File: config.mk
export PLATFORM = sky130hd
export DESIGN_NAME = phi_n_neural_processor
export DESIGN_NICKNAME = d
export VERILOG_FILES = /design/src/rtl/phi_n_neural_processor.sv
export SDC_FILE = /design/constraint.sdc
export NUM_CORES = 2
export LEC_CHECK = 0
export BUFFER_PORTS_ARGS = -buffer_cell sky130_fd_sc_hd__buf_4
export CORE_ASPECT_RATIO = 1.75
export CORE_MARGIN = 1.5
export CORE_UTILIZATION = 41
export CTS_CLUSTER_SIZE = 25
export DETAILED_ROUTE_END_ITERATION = 12
export PLACE_DENSITY = 0.64
export SKIP_CTS_REPAIR_TIMING = 1
export SYNTH_ARGS = -nofsm -noshare
export SYNTH_HDL_FRONTEND = slang
export SYNTH_SLANG_ARGS = --single-unit
File: constraint.sdc
create_clock -name clk -period 45.1 [get_ports clk]
set_input_delay 9.02 -clock clk [delete_from_list [all_inputs] [get_ports clk]]
set_output_delay 9.02 -clock clk [all_outputs]
set_load 0.03 [all_outputs]
File: src/rtl/phi_n_neural_processor.sv
// phi_n_neural_processor: phase-accumulator oscillator bank with coherence/SIE detection, CA3 phase gating and DAC mix
module phi_n_neural_processor #(
  parameter int WIDTH = 18,
  parameter int FRAC = 14,
  parameter bit FAST_SIM = 1'b0
) (
  input  logic clk,
  input  logic rst,
  input  logic signed [WIDTH-1:0] sensory_input,
  input  logic [2:0] state_select,
  input  logic signed [WIDTH-1:0] sr_field_input,
  input  logic [5*WIDTH-1:0] sr_field_packed,
  output logic [11:0] dac_output,
  output logic signed [WIDTH-1:0] debug_motor_l23,
  output logic signed [WIDTH-1:0] debug_theta,
  output logic ca3_learning,
  output logic ca3_recalling,
  output logic [5:0] ca3_phase_pattern,
  output logic [5:0] cortical_pattern_out,
  output logic signed [WIDTH-1:0] f0_x,
  output logic signed [WIDTH-1:0] f0_y,
  output logic signed [WIDTH-1:0] f0_amplitude,
  output logic signed [WIDTH-1:0] sr_coherence,
  output logic sr_amplification,
  output logic beta_quiet
);
  localparam int DIV = FAST_SIM ? 100 : 31250;
  localparam logic [15:0] ONE = 16'(1 << FRAC);
  logic clk_4khz_en;
  logic [14:0] cnt;
  logic [15:0] theta_ph, f0_ph, l5a_ph, l5b_ph, l23_ph, beta_gain;
  logic [15:0] theta_ph_n, f0_ph_n, l5a_ph_n, l5b_ph_n, l23_ph_n;
  logic [15:0] theta_inc, theta_gain, beta_tgt, beta_n, dph;
  logic signed [15:0] pull;
  logic signed [WIDTH-1:0] motor_l5a_x, motor_l5b_x;
  logic signed [WIDTH-1:0] theta_n, f0_x_n, f0_y_n, l5a_n, l5b_n, l23_n, coh_n, fs, ss;
  logic signed [WIDTH:0] coh_t, coh_d;
  logic signed [20:0] harm, hs;
  logic signed [21:0] mix;
  logic signed [16:0] dac_v;
  logic [11:0] dac_n;
  logic [5:0] pattern_n;
  logic med, wrap, match;
  function automatic logic [15:0] qsin(input logic [4:0] j);
    case (j)
      5'd0: return 16'd0;
      5'd1: return 16'd1606;
      5'd2: return 16'd3196;
      5'd3: return 16'd4756;
      5'd4: return 16'd6270;
      5'd5: return 16'd7723;
      5'd6: return 16'd9102;
      5'd7: return 16'd10394;
      5'd8: return 16'd11585;
      5'd9: return 16'd12665;
      5'd10: return 16'd13623;
      5'd11: return 16'd14449;
      5'd12: return 16'd15137;
      5'd13: return 16'd15679;
      5'd14: return 16'd16069;
      5'd15: return 16'd16305;
      default: return 16'd16384;
    endcase
  endfunction
  function automatic logic signed [15:0] sin_lut(input logic [5:0] i);
    logic [15:0] m;
    m = qsin(i[4] ? 5'd16 - {1'b0, i[3:0]} : {1'b0, i[3:0]});
    return i[5] ? -$signed(m) : $signed(m);
  endfunction
  function automatic logic signed [WIDTH-1:0] scale(input logic [15:0] g, input logic signed [15:0] s);
    logic signed [32:0] p;
    p = $signed({1'b0, g}) * s;
    return WIDTH'(p >>> FRAC);
  endfunction
  function automatic logic signed [WIDTH-1:0] sat(input logic signed [WIDTH:0] v);
    return (v[WIDTH] != v[WIDTH-1]) ? {v[WIDTH], {(WIDTH-1){~v[WIDTH]}}} : v[WIDTH-1:0];
  endfunction
  assign clk_4khz_en = cnt == 15'(DIV - 1);
  assign beta_quiet = beta_gain <= 16'd6144;
  assign sr_amplification = beta_quiet && sr_coherence >= WIDTH'(12288);
  assign f0_amplitude = sr_amplification ? WIDTH'(ONE) : WIDTH'(4096);
  // update divider: free-running counter that wraps on the strobe
  always_ff @(posedge clk or posedge rst)
    if (rst) cnt <= '0;
    else cnt <= clk_4khz_en ? '0 : cnt + 15'd1;
  // next-update values for every oscillator, detector and the DAC mix
  always_comb begin
    med = state_select == 3'd4;
    theta_gain = state_select == 3'd1 ? 16'd4096 : state_select == 3'd2 ? 16'd12288 : med ? 16'd16384 : 16'd8192;
    beta_tgt = state_select == 3'd1 ? 16'd2048 : state_select == 3'd2 ? 16'd12288 : med ? 16'd4096 : 16'd16384;
    dph = f0_ph - theta_ph;
    pull = $signed(dph) >>> 8;
    theta_inc = med ? 16'd123 + pull : 16'd98;
    theta_ph_n = theta_ph + theta_inc;
    f0_ph_n = f0_ph + 16'd123;
    l5a_ph_n = l5a_ph + 16'd328;
    l5b_ph_n = l5b_ph + 16'd410;
    l23_ph_n = l23_ph + 16'd655;
    wrap = theta_ph[15] & ~theta_ph_n[15] & ~theta_inc[15];
    beta_n = beta_gain < beta_tgt ? (beta_tgt - beta_gain > 16'd16 ? beta_gain + 16'd16 : beta_tgt)
                                  : (beta_gain - beta_tgt > 16'd16 ? beta_gain - 16'd16 : beta_tgt);
    fs = sr_field_input >>> 2;
    ss = sensory_input >>> 2;
    theta_n = scale(theta_gain, sin_lut(theta_ph_n[15:10]));
    f0_x_n = sat((WIDTH+1)'(scale(f0_amplitude[15:0], sin_lut(f0_ph_n[15:10]))) + (WIDTH+1)'(fs));
    f0_y_n = scale(f0_amplitude[15:0], sin_lut(6'(f0_ph_n[15:10] + 6'd16)));
    l5a_n = scale(beta_n, sin_lut(l5a_ph_n[15:10]));
    l5b_n = scale(beta_n, sin_lut(l5b_ph_n[15:10]));
    l23_n = sat((WIDTH+1)'(scale(16'd8192, sin_lut(l23_ph_n[15:10]))) + (WIDTH+1)'(ss));
    match = theta_n[WIDTH-1] == f0_x_n[WIDTH-1];
    coh_t = match ? (WIDTH+1)'(ONE) : '0;
    coh_d = coh_t - (WIDTH+1)'(sr_coherence);
    coh_n = sr_coherence + WIDTH'(coh_d >>> 8);
    pattern_n = {~sensory_input[WIDTH-1], ~l23_n[WIDTH-1], ~l5b_n[WIDTH-1], ~l5a_n[WIDTH-1], ~f0_x_n[WIDTH-1], ~theta_n[WIDTH-1]};
    harm = '0;
    for (int k = 0; k < 5; k++) harm = harm + 21'($signed(sr_field_packed[k*WIDTH +: WIDTH]));
    hs = harm >>> 3;
    mix = 22'(theta_n) + 22'(f0_x_n) + 22'(l5a_n) + 22'(l5b_n) + 22'(l23_n) + 22'(hs);
    dac_v = 17'(mix >>> 5) + 17'sd2048;
    dac_n = dac_v < 17'sd0 ? 12'd0 : dac_v > 17'sd4095 ? 12'd4095 : dac_v[11:0];
  end
  // all model state advances once per update strobe
  always_ff @(posedge clk or posedge rst)
    if (rst) begin
      theta_ph <= '0;
      f0_ph <= '0;
      l5a_ph <= '0;
      l5b_ph <= '0;
      l23_ph <= '0;
      beta_gain <= ONE;
      debug_theta <= '0;
      f0_x <= '0;
      f0_y <= '0;
      motor_l5a_x <= '0;
      motor_l5b_x <= '0;
      debug_motor_l23 <= '0;
      sr_coherence <= '0;
      cortical_pattern_out <= '0;
      ca3_phase_pattern <= '0;
      ca3_learning <= 1'b0;
      ca3_recalling <= 1'b0;
      dac_output <= 12'd2048;
    end else if (clk_4khz_en) begin
      theta_ph <= theta_ph_n;
      f0_ph <= f0_ph_n;
      l5a_ph <= l5a_ph_n;
      l5b_ph <= l5b_ph_n;
      l23_ph <= l23_ph_n;
      beta_gain <= beta_n;
      debug_theta <= theta_n;
      f0_x <= f0_x_n;
      f0_y <= f0_y_n;
      motor_l5a_x <= l5a_n;
      motor_l5b_x <= l5b_n;
      debug_motor_l23 <= l23_n;
      sr_coherence <= coh_n;
      cortical_pattern_out <= pattern_n;
      ca3_phase_pattern <= wrap ? cortical_pattern_out : ca3_phase_pattern;
      ca3_learning <= ~theta_ph_n[15];
      ca3_recalling <= theta_ph_n[15];
      dac_output <= dac_n;
    end
endmodule

======== After elaboration in Yosys (flattened, before gate mapping) ========
Memory sizes are Yosys's and may differ from the RTL's.
Cells that the tools add are included.
storage, ports and cells
  bits in registers ....................... 227
  ROM bits ................................ 1344
  bits of input ports ..................... 131
  output and inout bits ................... 136
  logic and storage cells ................. 130
  memories kept ........................... 6
memories
  name             depth  bits a word  read ports  clocked after Yosys merged registers in  wr ports  line  text
  (no name shown)  16     14           1           0                                        0         45    case (j)
  (no name shown)  16     14           1           0                                        0         45
  (no name shown)  16     14           1           0                                        0         45
  (no name shown)  16     14           1           0                                        0         45
  (no name shown)  16     14           1           0                                        0         45
  (no name shown)  16     14           1           0                                        0         45
operators by class
  add/sub/neg operators ................... 39
  multiply operators ...................... 5
  $lt $le $gt $ge ......................... 7
  eq/ne operators ......................... 7
  muxes and demuxes ....................... 35
  bitwise operators ....................... 12
  reduce and logical (&&, ||, !) cells .... 2
operators with widths
  operator                count
  $mux 16                 16
  $mux 15                 9
  $mul 16x16->32          3
  $neg 16->16             6
  $mul 17x16->32          2
  $add 20x18->21          2
  $add 19x18->20          2
  $add 18x18->19          2
  $add 16x9->16 const B   2
  $gt 16x5->1 const B     2
  $mux 5                  6
  $sub 5x4->5 const A     6
  $mux 12                 2
  $add 21x18->22          1
  $add 22x18->22          1
  $add 21x18->21          1
  $add 18x16->19          1
  $sub 16x18->19          1
  $add 18x11->18          1
  $ge 18x15->1 const B    1
  $mux 18                 1
  $add 15x16->17          1
  $add 17x13->17 const B  1
  $gt 17x13->1 const B    1
  other kinds (25)        36

======== Logic depth before layout (Yosys ltp) ========
An unclocked memory read counts as a cell.
  depth after elaboration ................. 20
  depth in mapped cells ................... 81
  gate-level depth less buffers ........... 80

======== Least setup slack after synthesis ========
No wires, ideal clock.
  kind .................................... input to register
  from .................................... input port state_select[2]
  to ...................................... register dac_output[11]
  library setup time ...................... 0.077 ns
  arrival time ............................ 22.576 ns
  data required time ...................... 45.023 ns
  setup slack ............................. 22.446 ns
  cell stages on the path ................. 54
  path buffers ............................ 5
  cells stage by stage .................... or3b_2 > clkbuf_1 > inv_1 > nor2_1 > inv_1 > ha_1 > nor2b_1 > o21ai_0 > a21oi_1 > or3_1 > clkbuf_1 > nor2_1 > clkbuf_1 > a22oi_1 > a21oi_1 > clkbuf_1 > nand2_1 > fa_1 > [18 not listed] > o21bai_1 > xnor2_1 > fa_1 > fa_1 > inv_1 > fa_1 > ha_1 > nand3_1 > a311oi_1 > nor3_1 > o41ai_1 > xor2_1 > a21oi_1 > a31oi_1 > o21ai_0 > clkbuf_1 > o21ai_0 > a31oi_1
between the ends
  word-level cells in the longest chain between the ends .. 19
  elaborated cells on any way between the ends .. 38
  those cells by class .................... 11 x add/sub; 3 x mul; 5 x order compare; 3 x eq/ne; 15 x mux; 1 x memory
ends and longest elaborated chain
  element               line  text
  start, declared       10    input logic [2:0] state_select,
  $eq 3x3->1            88    med = state_select == 3'd4;
  $mux 16               93    theta_inc = med ? 16'd123 + pull : 16'd98;
  $add 16x16->16        94    theta_ph_n = theta_ph + theta_inc;
  $sub 5x4->5           67    m = qsin(i[4] ? 5'd16 - {1'b0, i[3:0]} : {1'b0, i[3:0]});
  $mux 5                67
  $mem_v2 16x14         --
  $mux 16               45
  $neg 16->16           68    return i[5] ? -$signed(m) : $signed(m);
  [3 not listed]        --
  $add 19x18->20        118   mix = 22'(theta_n) + 22'(f0_x_n) + 22'(l5a_n) + 22'(l5b_n) + 22'(l23_n) + 22'(hs);
  $add 20x18->21 (*)    118
  $add 21x18->22 (*)    118
  $add 22x18->22 (*)    118
  $add 17x13->17 (*)    119   dac_v = 17'(mix >>> 5) + 17'sd2048;
  $gt 17x13->1          120   dac_n = dac_v < 17'sd0 ? 12'd0 : dac_v > 17'sd4095 ? 12'd4095 : dac_v[11:0];
  $mux 12               120
  $mux 12 (*)           120
  end signal, assigned  161   dac_output <= dac_n;
  end, declared         13    output logic [11:0] dac_output,
Every way passes the cells marked *; elsewhere a longest branch is shown, timed or not.
A chain may end at the register's enable or synchronous reset.

======== Final worst setup path ========
  from .................................... input port state_select[1]
  to ...................................... register dac_output[4]
Same word-level chain as after synthesis.

==> results.md <==
- Setup repair after global routing left no endpoint under its margin.
- The number of DRC markers after the initial detailed-route iteration is 1,895.
- The netlist uses 119 different library cells.
- The relative slew slack is 0.180.
- Sorting the synthesized cells by area gives the leading types as sky130_fd_sc_hd__fa_1 (25%), sky130_fd_sc_hd__ha_1 (18%), sky130_fd_sc_hd__dfrtp_1 (12%).
- The run finished with clean final reports.
- The remaining number of nets flagged by the antenna check after routing is 0.
- The async set-or-reset flop fraction in the synthesized netlist is 1.00.
- Leaving out fill and tap cells, the most frequent cell in the layout is sky130_fd_sc_hd__inv_1.
- The proportion of layout cells with a drive suffix above 1 is 0.0935.
- The clock net in this run drives a total of 221 sinks.
- The maximum resistive drop on vdd is 0.0816 mV.
- For the pin with the worst max-slew slack, the measured transition is 1220 ps.
- The final max-slew violation count is 0.
- The static power due to leakage is 26.7 nW.
- The worst-case register-to-register setup slack is 25,830 ps.
- The post-layout worst setup margin is 19,160 ps.
- STA classifies the critical path endpoint as a register.
- The maximum number of buffers from clock root to sink is 3.
- The number of antenna violations at the first check in global routing is 6.
- Detailed routing inserted a total of 38,028 vias.
- The longest individual stage delay on the worst path is 1040 ps.
- The Yosys step of the flow raised 0 warnings.
- The final critical delay including setup and external delays is 25,940 ps.
- Dividing total power by cell area gives a power density of 29.1 nW/um2.
- Counting every instance in the synthesized netlist gives 5,339.
- Setup violations remaining at the end of the flow were counted as 0.
- The I/O pin total is 267.
- The final critical-path share of the clock period is 0.575.
- The share of synthesized area in the top cell type comes to 0.247.
- The horizontal die dimension is 255 um.
- The sequential fraction of the synthesis area is 0.122.
- After filler insertion, the fill cell instance count of the layout stands at 11,022.
- The detailed placement HPWL is 116 mm.
- The floorplan step defined a die boundary enclosing 113,000 um2.
- The tree is rooted in a sky130_fd_sc_hd__clkbuf_16.
- At the worst endpoint, the arrival time is 26,420 ps.
- After synthesis, the mean cell area works out to 8.52 um2.
- The total CTS buffers is 31.
- The data required time at the worst endpoint is 45,570 ps.
- The via count of the first global-routing pass was 40,817.
- The number of iterations in the first detailed-routing pass is 7.
- Across the run, the number of max-cap violations was 0.
- The post-route clock skew is 31.2 ps.
- The slowest stage of the critical path is the sky130_fd_sc_hd__nor2b_2 cell.
- Compared with the post-synthesis result, the final layout area differs by 10.4%.
- The core area is 110,000 um2.
- Among the stages of the critical path, the cell type that occurs most often is sky130_fd_sc_hd__fa_1.
- The row count is 161.
- The type of the most critical hold path is reg -> reg.
- After routing, the total negative slack on setup checks comes to 0 ps.
- The final layout contains routed wiring with a total length of 139 mm.
- The termination of the worst setup path is dac_output[4].
- The synthesized design contains 221 register bits.
- From bottom edge to top edge, the die measures 444 um.
- The level count of the clock H-tree is 1.
- The type of the setup path with the least slack is in -> reg.
- The dominant cell type by area after synthesis is sky130_fd_sc_hd__fa_1.
- Summed over all layers, the global routing overflow is 0.
- The first global-routing pass estimated 219 mm of wire.
- The number of buffers added on ports is 246.
- The final count of hold timing violations is 0.
- The number of flops mapped to enable cells by yosys is 0.
- The mapped cell area is 45,500 um2.
- The end of the worst register-to-register path is dac_output[4].
- The post-placement worst setup slack is 18,760 ps.
- The final layout contains 6,845 nets.
- In the layout the commonest cells are sky130_fd_sc_hd__inv_1 (773), sky130_fd_sc_hd__ha_1 (644), sky130_fd_sc_hd__nand2_1 (636).
- The timing startpoint of the critical path is state_select[1].
- The fmax is 38.5 MHz.
- Entering global routing, the biggest net connects 107 pins.
- The clock-pin slew on the worst setup and hold paths is 50 ps.
- In the global route stage, overall resource usage came out at 0.252.
- The routed wire length per instance is 19.9 um.
- The DRC violation count after routing is 0.
- The initial utilization of the core area, before any placement, comes to 0.414.
- Among all flip-flop cells after synthesis, the most frequent one is sky130_fd_sc_hd__dfrtp_1.
- The launch point of the worst reg-to-reg path is theta_ph[1].
- Along the worst path, the maximum fanout reaches 16.
- The nature of the critical path startpoint is a primary input.
- Using the TritonRoute via totals, the vias-per-cell ratio works out to 5.43.
- The worst-case reg-to-reg path depth is 69.
- The global placement routability congestion is 0.947.
- TritonCTS built the clock tree.
- The clock insertion delay at the later pin of the skew report is 670 ps.
## sequential cells by signal (all words and copies together), names as in the netlist
name,cells
l23_ph,16
ca3_learning,1
f0_x,18
cnt,15
ca3_phase_pattern,6
sr_coherence,18
dac_output,12
ca3_recalling,1
l5b_ph,15
f0_y,18
f0_ph,16
l5a_ph,13
debug_motor_l23,17
theta_ph,15
debug_theta,18
cortical_pattern_out,6
beta_gain,16
## worst max-delay path: cells and delay by family
| kind | cells | cell delay [ps] |
|---|---|---|
| xor gates and xnor gates | 1 | 270 |
| buffers and inverters | 5 | 460 |
| and+or+nand+nor | 18 | 6070 |
| adders and majority gates | 12 | 5180 |
| AOI/OAI and AO/OA | 16 | 5370 |
## layer usage
| metal | vias to the layer above | global-route usage | wire (um) |
|---|---|---|---|
| li1 | 17791 | - | - |
| met1 | 18717 | 0.250 | 46900 |
| met2 | 1065 | 0.472 | 73800 |
| met3 | 447 | 0.0343 | 7090 |
| met4 | 8 | 0.182 | 11500 |
| met5 | - | 0 | 54 |
## cells in the mapped netlist, types with 11 or more instances
cell                       number
sky130_fd_sc_hd__a211o_1       11
sky130_fd_sc_hd__a211oi_1      31
sky130_fd_sc_hd__a21boi_0      19
sky130_fd_sc_hd__a21o_1        48
sky130_fd_sc_hd__a21oi_1      225
sky130_fd_sc_hd__a221oi_1      11
sky130_fd_sc_hd__a22oi_1       12
sky130_fd_sc_hd__a31oi_1       33
sky130_fd_sc_hd__and2_1        59
sky130_fd_sc_hd__and3_1        27
sky130_fd_sc_hd__buf_4         20
sky130_fd_sc_hd__clkbuf_1     173
sky130_fd_sc_hd__dfrtp_1      219
sky130_fd_sc_hd__fa_1         562
sky130_fd_sc_hd__ha_1         644
sky130_fd_sc_hd__inv_1        774
sky130_fd_sc_hd__mux2_2        25
sky130_fd_sc_hd__mux2i_1       15
sky130_fd_sc_hd__nand2_1      636
sky130_fd_sc_hd__nand2b_1      34
sky130_fd_sc_hd__nand3_1       76
sky130_fd_sc_hd__nand4_1       25
sky130_fd_sc_hd__nor2_1       490
sky130_fd_sc_hd__nor2b_1       30
sky130_fd_sc_hd__nor3_1        98
sky130_fd_sc_hd__nor4_1        20
sky130_fd_sc_hd__o211ai_1      12
sky130_fd_sc_hd__o21a_1        46
sky130_fd_sc_hd__o21ai_0      251
sky130_fd_sc_hd__o21ai_1       12
sky130_fd_sc_hd__o21bai_1      44
sky130_fd_sc_hd__o22ai_1       12
sky130_fd_sc_hd__o31ai_1       14
sky130_fd_sc_hd__or2_2         27
sky130_fd_sc_hd__or3_1         25
sky130_fd_sc_hd__xnor2_1      245
sky130_fd_sc_hd__xor2_1       124
## area by class of cell
class / count / area, um2 / area share
well taps: 1467 / 1840 / 0.0366
clock inverters: 14 / 158 / 0.00314
inverters: 778 / 2930 / 0.0584
repair buffers: 323 / 2420 / 0.0483
clock buffers: 42 / 887 / 0.0177
flip-flops and latches: 221 / 5530 / 0.110
multi-input cells: 4153 / 36400 / 0.725
diodes: 8 / 20.0 / 0.000399
## metrics by stage
step	instance area (um2)	instances	utilization	hold WS (ps)	total power, mW
floorplan	45600	5363	-	447	0.908
global placement	49100	6942	0.447	466	1.17
detailed placement	49100	6942	0.447	468	1.20
CTS	50200	6998	0.456	483	1.47
global route	50200	7000	0.456	499	1.57
finish	50200	7006	0.456	483	1.46
## cells by family after synthesis
logic type	count (synthesis)	synth area share
adders and majority gates	1207	0.425
other	2	0.000165
buffers and inverters	989	0.0844
muxes	40	0.00949
xor gates and xnor gates	372	0.0723
AOI/OAI and AO/OA	911	0.131
DFF	221	0.122
and+or+nand+nor	1597	0.156
## worst min-delay path by stage
| stage | start | to | slack (ps) | cells past startpoint |
|---|---|---|---|---|
| 2_1_floorplan | cnt[10] | cnt[10] | 450 | 1 |
| 3_3_place_gp | debug_motor_l23[13] | debug_motor_l23[13] | 470 | 2 |
| 3_5_place_dp | f0_y[3] | f0_y[3] | 470 | 2 |
| 4_1_cts | cnt[10] | cnt[10] | 480 | 1 |
| 5_1_grt | cnt[10] | cnt[10] | 500 | 1 |
| 6_report | f0_y[3] | f0_y[3] | 480 | 2 |
## where the power goes
group          internal, mW  switching, mW
Sequential            0.198       0.000111
Combinational         0.388          0.609
Clock                 0.149          0.113
Note: power is estimated with default switching activity, not from simulation.
